### src/rtl/step_pkg.sv
// step_pkg: shared types and default sizing for the step-rate sequencer.
// Contents: FSM state enum, default period/step widths, default pulse length.
// No logic; imported by step_ramp_sequencer and step_period_timer.
package step_pkg;

  localparam int PW_DEF        = 21;  // period width, matches divider count_to
  localparam int SW_DEF        = 16;  // step count width
  localparam int PULSE_LEN_DEF = 4;   // step_out high time in clk cycles

  typedef enum logic [2:0] {
    ST_IDLE,
    ST_ACCEL,
    ST_CRUISE,
    ST_DECEL,
    ST_DONE
  } state_t;

endpackage

### src/rtl/step_period_timer.sv
// step_period_timer: free-running period counter with a step pulse stretcher.
// Latency: tick is combinational when cnt == period-1; pulse rises the cycle after tick.
// Backpressure: none; the counter holds at 0 while run is low.
// Ports: clk, rst (async, active-high), run (count enable), period (cycles per step),
//        tick (step event), pulse (PULSE_LEN-cycle stretched step pulse).
module step_period_timer
  import step_pkg::*;
#(
  parameter int PW        = PW_DEF,
  parameter int PULSE_LEN = PULSE_LEN_DEF
) (
  input  logic          clk,
  input  logic          rst,
  input  logic          run,
  input  logic [PW-1:0] period,
  output logic          tick,
  output logic          pulse
);

  localparam int            CW         = $clog2(PULSE_LEN + 1);
  localparam logic [CW-1:0] PULSE_LOAD = CW'(PULSE_LEN);

  logic [PW-1:0] cnt;
  logic [CW-1:0] pulse_cnt;

  // The period only changes on the tick edge, when cnt also returns to 0,
  // so cnt can never run past period-1.
  assign tick  = run && (cnt == period - PW'(1));
  assign pulse = (pulse_cnt != '0);

  always_ff @(posedge clk or posedge rst) begin
    if (rst) begin
      cnt <= '0;
    end else if (!run || tick) begin
      cnt <= '0;
    end else begin
      cnt <= cnt + PW'(1);
    end
  end

  // Keeps running with run low so the last pulse completes after DONE.
  always_ff @(posedge clk or posedge rst) begin
    if (rst) begin
      pulse_cnt <= '0;
    end else if (tick) begin
      pulse_cnt <= PULSE_LOAD;
    end else if (pulse_cnt != '0) begin
      pulse_cnt <= pulse_cnt - CW'(1);
    end
  end

endmodule

### src/rtl/step_ramp_sequencer.sv
// step_ramp_sequencer: trapezoidal step-rate sequencer (accel / cruise / decel, abort).
// Latency: busy after the start edge; first step_out rises pst cycles after that edge.
// Backpressure: start is honoured only in IDLE; abort is latched and applied at the next step.
// Ports: clk, rst (async, active-high); command start, abort, dir_in, step_total,
//        period_start, period_min, period_dec; status step_out, dir_out, busy, done,
//        cur_period (feeds divider count_to), steps_left.
module step_ramp_sequencer
  import step_pkg::*;
#(
  parameter int PW        = PW_DEF,
  parameter int SW        = SW_DEF,
  parameter int PULSE_LEN = PULSE_LEN_DEF
) (
  input  logic          clk,
  input  logic          rst,
  input  logic          start,
  input  logic          abort,
  input  logic          dir_in,
  input  logic [SW-1:0] step_total,
  input  logic [PW-1:0] period_start,
  input  logic [PW-1:0] period_min,
  input  logic [PW-1:0] period_dec,
  output logic          step_out,
  output logic          dir_out,
  output logic          busy,
  output logic          done,
  output logic [PW-1:0] cur_period,
  output logic [SW-1:0] steps_left
);

  // Period floor leaves at least PULSE_LEN low cycles between pulses.
  localparam logic [PW-1:0] PMIN_FLOOR = PW'(2 * PULSE_LEN);

  state_t        state, state_nxt;
  logic [PW-1:0] pst_q, pmin_q, dec_q;
  logic [SW-1:0] acc;
  logic          abort_lat;
  logic          tick;

  logic [PW-1:0] pmin_in, pst_in;
  logic [SW-1:0] left_dec, acc_inc, acc_dec;
  logic [PW:0]   sub_w, add_w;
  logic [PW-1:0] up_period;
  logic          to_cruise, left_zero, acc_to_decel, cru_to_decel, dec_finish;
  logic          accept;

  // ---------------- command conditioning ----------------
  assign pmin_in = (period_min > PMIN_FLOOR) ? period_min : PMIN_FLOOR;
  assign pst_in  = (period_start > pmin_in) ? period_start : pmin_in;
  assign accept  = (state == ST_IDLE) && start;

  // ---------------- step arithmetic ----------------
  assign left_dec = steps_left - SW'(1);
  assign acc_inc  = acc + SW'(1);
  assign acc_dec  = (acc == '0) ? '0 : acc - SW'(1);

  // One extra bit so a large decrement shows up as a borrow and clamps to pmin.
  assign sub_w     = {1'b0, cur_period} - {1'b0, dec_q};
  assign to_cruise = sub_w[PW] || (sub_w[PW-1:0] <= pmin_q);
  // One extra bit so the slow-down add saturates at pst instead of wrapping.
  assign add_w     = {1'b0, cur_period} + {1'b0, dec_q};
  assign up_period = (add_w > {1'b0, pst_q}) ? pst_q : add_w[PW-1:0];

  // Decisions taken on the post-decrement step count.
  assign left_zero    = (left_dec == '0);
  assign acc_to_decel = (left_dec <= acc_inc) || abort_lat;
  assign cru_to_decel = (left_dec <= acc) || abort_lat;
  assign dec_finish   = left_zero || (abort_lat && (acc == '0));

  // ---------------- FSM: state register ----------------
  always_ff @(posedge clk or posedge rst) begin
    if (rst) state <= ST_IDLE;
    else     state <= state_nxt;
  end

  // ---------------- FSM: next state ----------------
  always_comb begin
    state_nxt = state;
    case (state)
      ST_IDLE: begin
        if (start) state_nxt = (step_total == '0) ? ST_DONE : ST_ACCEL;
      end
      ST_ACCEL: begin
        if (tick) begin
          if (left_zero)         state_nxt = ST_DONE;
          else if (acc_to_decel) state_nxt = ST_DECEL;
          else if (to_cruise)    state_nxt = ST_CRUISE;
        end
      end
      ST_CRUISE: begin
        if (tick) begin
          if (left_zero)         state_nxt = ST_DONE;
          else if (cru_to_decel) state_nxt = ST_DECEL;
        end
      end
      ST_DECEL: begin
        if (tick && dec_finish) state_nxt = ST_DONE;
      end
      ST_DONE: state_nxt = ST_IDLE;
      default: state_nxt = ST_IDLE;
    endcase
  end

  // ---------------- FSM: outputs ----------------
  always_comb begin
    busy = 1'b0;
    done = 1'b0;
    case (state)
      ST_ACCEL, ST_CRUISE, ST_DECEL: busy = 1'b1;
      ST_DONE:                       done = 1'b1;
      default: ;
    endcase
  end

  // ---------------- captured command and counters ----------------
  always_ff @(posedge clk or posedge rst) begin
    if (rst) begin
      cur_period <= '0;
      steps_left <= '0;
      acc        <= '0;
      dir_out    <= 1'b0;
      pst_q      <= '0;
      pmin_q     <= '0;
      dec_q      <= '0;
      abort_lat  <= 1'b0;
    end else if (accept) begin
      cur_period <= pst_in;
      steps_left <= step_total;
      acc        <= '0;
      dir_out    <= dir_in;
      pst_q      <= pst_in;
      pmin_q     <= pmin_in;
      dec_q      <= period_dec;
      abort_lat  <= 1'b0;
    end else begin
      if (busy && abort) abort_lat <= 1'b1;
      if (tick) begin
        steps_left <= left_dec;
        case (state)
          ST_ACCEL: begin
            if (!left_zero && acc_to_decel) begin
              // acc++ then acc-- on the way into DECEL: net unchanged.
              cur_period <= up_period;
            end else begin
              acc <= acc_inc;
              if (!left_zero) cur_period <= to_cruise ? pmin_q : sub_w[PW-1:0];
            end
          end
          ST_CRUISE: begin
            if (!left_zero && cru_to_decel) begin
              cur_period <= up_period;
              acc        <= acc_dec;
            end
          end
          ST_DECEL: begin
            if (!dec_finish) begin
              cur_period <= up_period;
              acc        <= acc_dec;
            end
          end
          default: ;
        endcase
      end
    end
  end

  step_period_timer #(
    .PW        (PW),
    .PULSE_LEN (PULSE_LEN)
  ) u_timer (
    .clk    (clk),
    .rst    (rst),
    .run    (busy),
    .period (cur_period),
    .tick   (tick),
    .pulse  (step_out)
  );

endmodule
### config.mk
export PLATFORM = sky130hd
export DESIGN_NAME = step_ramp_sequencer
export DESIGN_NICKNAME = d
export VERILOG_FILES = /design/src/rtl/step_pkg.sv /design/src/rtl/step_period_timer.sv /design/src/rtl/step_ramp_sequencer.sv
export SDC_FILE = /design/constraint.sdc
export NUM_CORES = 1
export LEC_CHECK = 0
export ABC_AREA = 1
export CAP_MARGIN = 20
export CORE_UTILIZATION = 38
export DETAILED_ROUTE_END_ITERATION = 8
export GPL_TIMING_DRIVEN = 0
export HOLD_SLACK_MARGIN = 0.15
export PLACE_DENSITY = 0.68
export SYNTH_ARGS = -nofsm -noshare
export SYNTH_HDL_FRONTEND = slang
export SYNTH_SLANG_ARGS = --single-unit
### constraint.sdc
create_clock -name clk -period 6.35 [get_ports clk]
set_clock_uncertainty 0.2 [all_clocks]
set_input_delay 1.27 -clock clk [delete_from_list [all_inputs] [get_ports clk]]
set_output_delay 1.27 -clock clk [all_outputs]
set_load 0.02 [all_outputs]
==> reports/results.ini <==
[timing]
maxSlewHeadroom = 0.420
hold_violations = 0
worst_pin_slew_ns = 0.869
period_minus_slack_ns = 4.99
drv_slew = 0
finalSetupViolations = 0
clock.fmax_ghz = 0.201
min_period_over_period = 0.785
rsz0062_at_grt = false

[worst_hold_path]
min_path_cells = 2
hp-class = flip-flop to flip-flop

[worst_setup_path]
reg2reg_depth = 23
regToRegSetupSlack_ns = 1.36
path_buf_inv = 3
end_kind = flip-flop
path_cells = ha_1, clkbuf_1, nand2_1, nor2_1, nor3b_1, nand3_1, nand3_1, nand2_1, nand2_1, inv_1, ha_1, nand2_1, nor2_1, nor4b_1, nand4_1, nand3_1, clkbuf_1, nand2_1, nand4_1, nand3_1, nand2_1, nand2_1, nand2_1
cpMostUsedCell = nand2_1
critical-path-top-delay-family = simple AND/OR/NAND/NOR gates
crit_slowest_cell = dfrtp_1
cp_max_fo = 10
cp.required_ns = 6.53
start_kind = flip-flop
cp.depth = 23
arrival_ns = 5.17
worstSetupPathType = flip-flop to flip-flop
max_stage_delay_ns = 0.49

[clocking]
cts_sinks = 145
cts_buffers = 17
cts_buffer_depth = 2
cts-root-buf = clkbuf_16
clk_pin_slew_ns = 0.07
cts_tree = built
clock_latency_ns = 0.45
cts_setup_buffers = 0
cts_resized = 0
htree_levels = 4
hold_buffers = 0

[layout]
layout.nets = 2573
antenna_cells = 0
layout_common_cells = 600 x nand2_1, 280 x inv_1, 190 x nor2_1, 176 x o21ai_0, 166 x nand3_1
drive_above_1_share = 0.0370
area_delta_synth_final_pct = 17.3
final_cells = 2820
final_common_cell = nand2_1

[global_route]
grt-ovfl-total = 0
grt_pass1_vias = 14400
grt_antenna_before_repair = 0
grtUsageTotal = 0.257
grt_max_degree = 83
grt_pass1_wl_um = 76800

[placement]
dp_cells = 2790
dp_hpwl_um = 39800
io_buffers = 124
place.gp.congestion = 0.964

[routing]
drtIter0Drc = 1294
viasPerCell = 5.32
wire_per_inst_um = 17.3
drtPass1Iterations = 7
ant_nets = 0
wl_um = 48700
remaining_drc_errors = 0
dr_total_vias = 15000

[logic_synthesis]
synth-seq-cells = 145
synth_top_area_frac = 0.254
synth_enable_flop_cells = 0
syn_area_um2 = 14300
yosys.area.top_type = dfrtp_1
async_flop_share = 1.00
yosysWarnings = 0
synth.area.top_cells = dfrtp_1 25%, nand2_1 16%, ha_1 13%
syn_nets = 2429
synth.avg_cell_area_um2 = 6.49
ys_seq_area_frac = 0.254
synthCells = 2197
ys.flop_type = dfrtp_1
synth.distinct_cells = 50

[die]
io_pins = 125
die_w_um = 196
row_count = 70
start_util = 0.388
die-area_um2 = 38300
coreArea_um2 = 36800
die_y_um = 196

[status]
status = finished, final reports clean

[flow_run]
drv_cap = 0

-- state kept, by name, summed over array words and instances (netlist names) --
name	flops
dir_out	1
steps_left	16
cur_period	21
u_timer.pulse_cnt	3
acc	16
state	3
abort_lat	1
dec_q	21
pst_q	21
u_timer.cnt	21
pmin_q	21
-- final timing paths --
path,start,to
worst max-delay path,cur_period[9],cur_period[4]
worst min-delay path,dir_out,dir_out
worst max register to register,cur_period[9],cur_period[4]
worst min register to register,dir_out,dir_out
max in group asynchronous,rst,pst_q[9]
min in group asynchronous,rst,u_timer.cnt[20]
-- cells in the mapped netlist (3+ instances only) --
master	count
xnor2_1	17
and3_1	4
nor4_1	10
nor2_1	190
nor2_4	5
o21ai_0	176
a21o_1	4
nand3_1	166
inv_2	4
buf_6	4
nand2_1	600
buf_2	20
o21bai_1	8
or2_2	5
nand3_2	4
o21a_1	5
xor2_1	55
nor4b_1	3
clkbuf_1	50
nand2_2	3
inv_1	281
dfrtp_1	145
a211o_1	4
nor3_1	33
a221o_1	4
nand4_1	65
ha_1	146
o21ai_1	15
o211ai_1	3
nand3b_1	7
nor2_2	7
a21oi_1	131
-- routing by layer --
metal  GRT usage  wire [µm]
met2       0.439      23300
met3      0.0335       2420
met5           0          0
met1       0.327      21300
met4       0.103       1700
-- worst register-to-register path, stage by stage (launching register included) --
cell and delay (ns):
dfrtp_1 0.49, ha_1 0.33, clkbuf_1 0.31, nand2_1 0.17, nor2_1 0.14, nor3b_1 0.45, nand3_1 0.18, nand3_1 0.12
nand2_1 0.05, nand2_1 0.06, inv_1 0.08, ha_1 0.30, nand2_1 0.07, nor2_1 0.20, nor4b_1 0.39, nand4_1 0.17
nand3_1 0.20, clkbuf_1 0.43, nand2_1 0.11, nand4_1 0.16, nand3_1 0.11, nand2_1 0.11, nand2_1 0.06, nand2_1 0.05
-- through the flow --
stage | utilization | TNS (ns) | hold WS [ns] | area (µm²) | worst slack (ns)
after floorplan | - | 0 | 0.271 | 14300 | 0.985
after global placement | 0.437 | -209.62 | 0.263 | 16100 | -1.46
after detailed placement | 0.438 | 0 | 0.264 | 16100 | 1.18
after CTS | 0.455 | 0 | 0.284 | 16700 | 1.47
after global routing | 0.455 | 0 | 0.333 | 16700 | 1.03
final | 0.455 | 0 | 0.282 | 16700 | 1.36
-- layout make-up --
class | instances | area (µm²)
fillers | 3876 | 20100
multi-input cells | 1690 | 9220
flip-flops and latches | 145 | 3630
repair buffers | 125 | 1270
inverters | 286 | 1080
well taps | 468 | 586
clock buffers | 19 | 443
plain buffers | 76 | 342
clock inverters | 11 | 164
-- kinds of logic (layout without fill, tap and decap cells) --
family,Yosys count,in the layout,share of synthesized area
mux,1,1,0.000702
buf+inv,362,517,0.0994
xor+xnor,73,73,0.0459
simple gates,1108,1108,0.334
fa+ha+maj,148,148,0.131
flops,145,145,0.254
compound gates,360,360,0.134
Power is not shown: default switching activity piles up to over one toggle a cycle in this logic, so the estimate is an artifact.
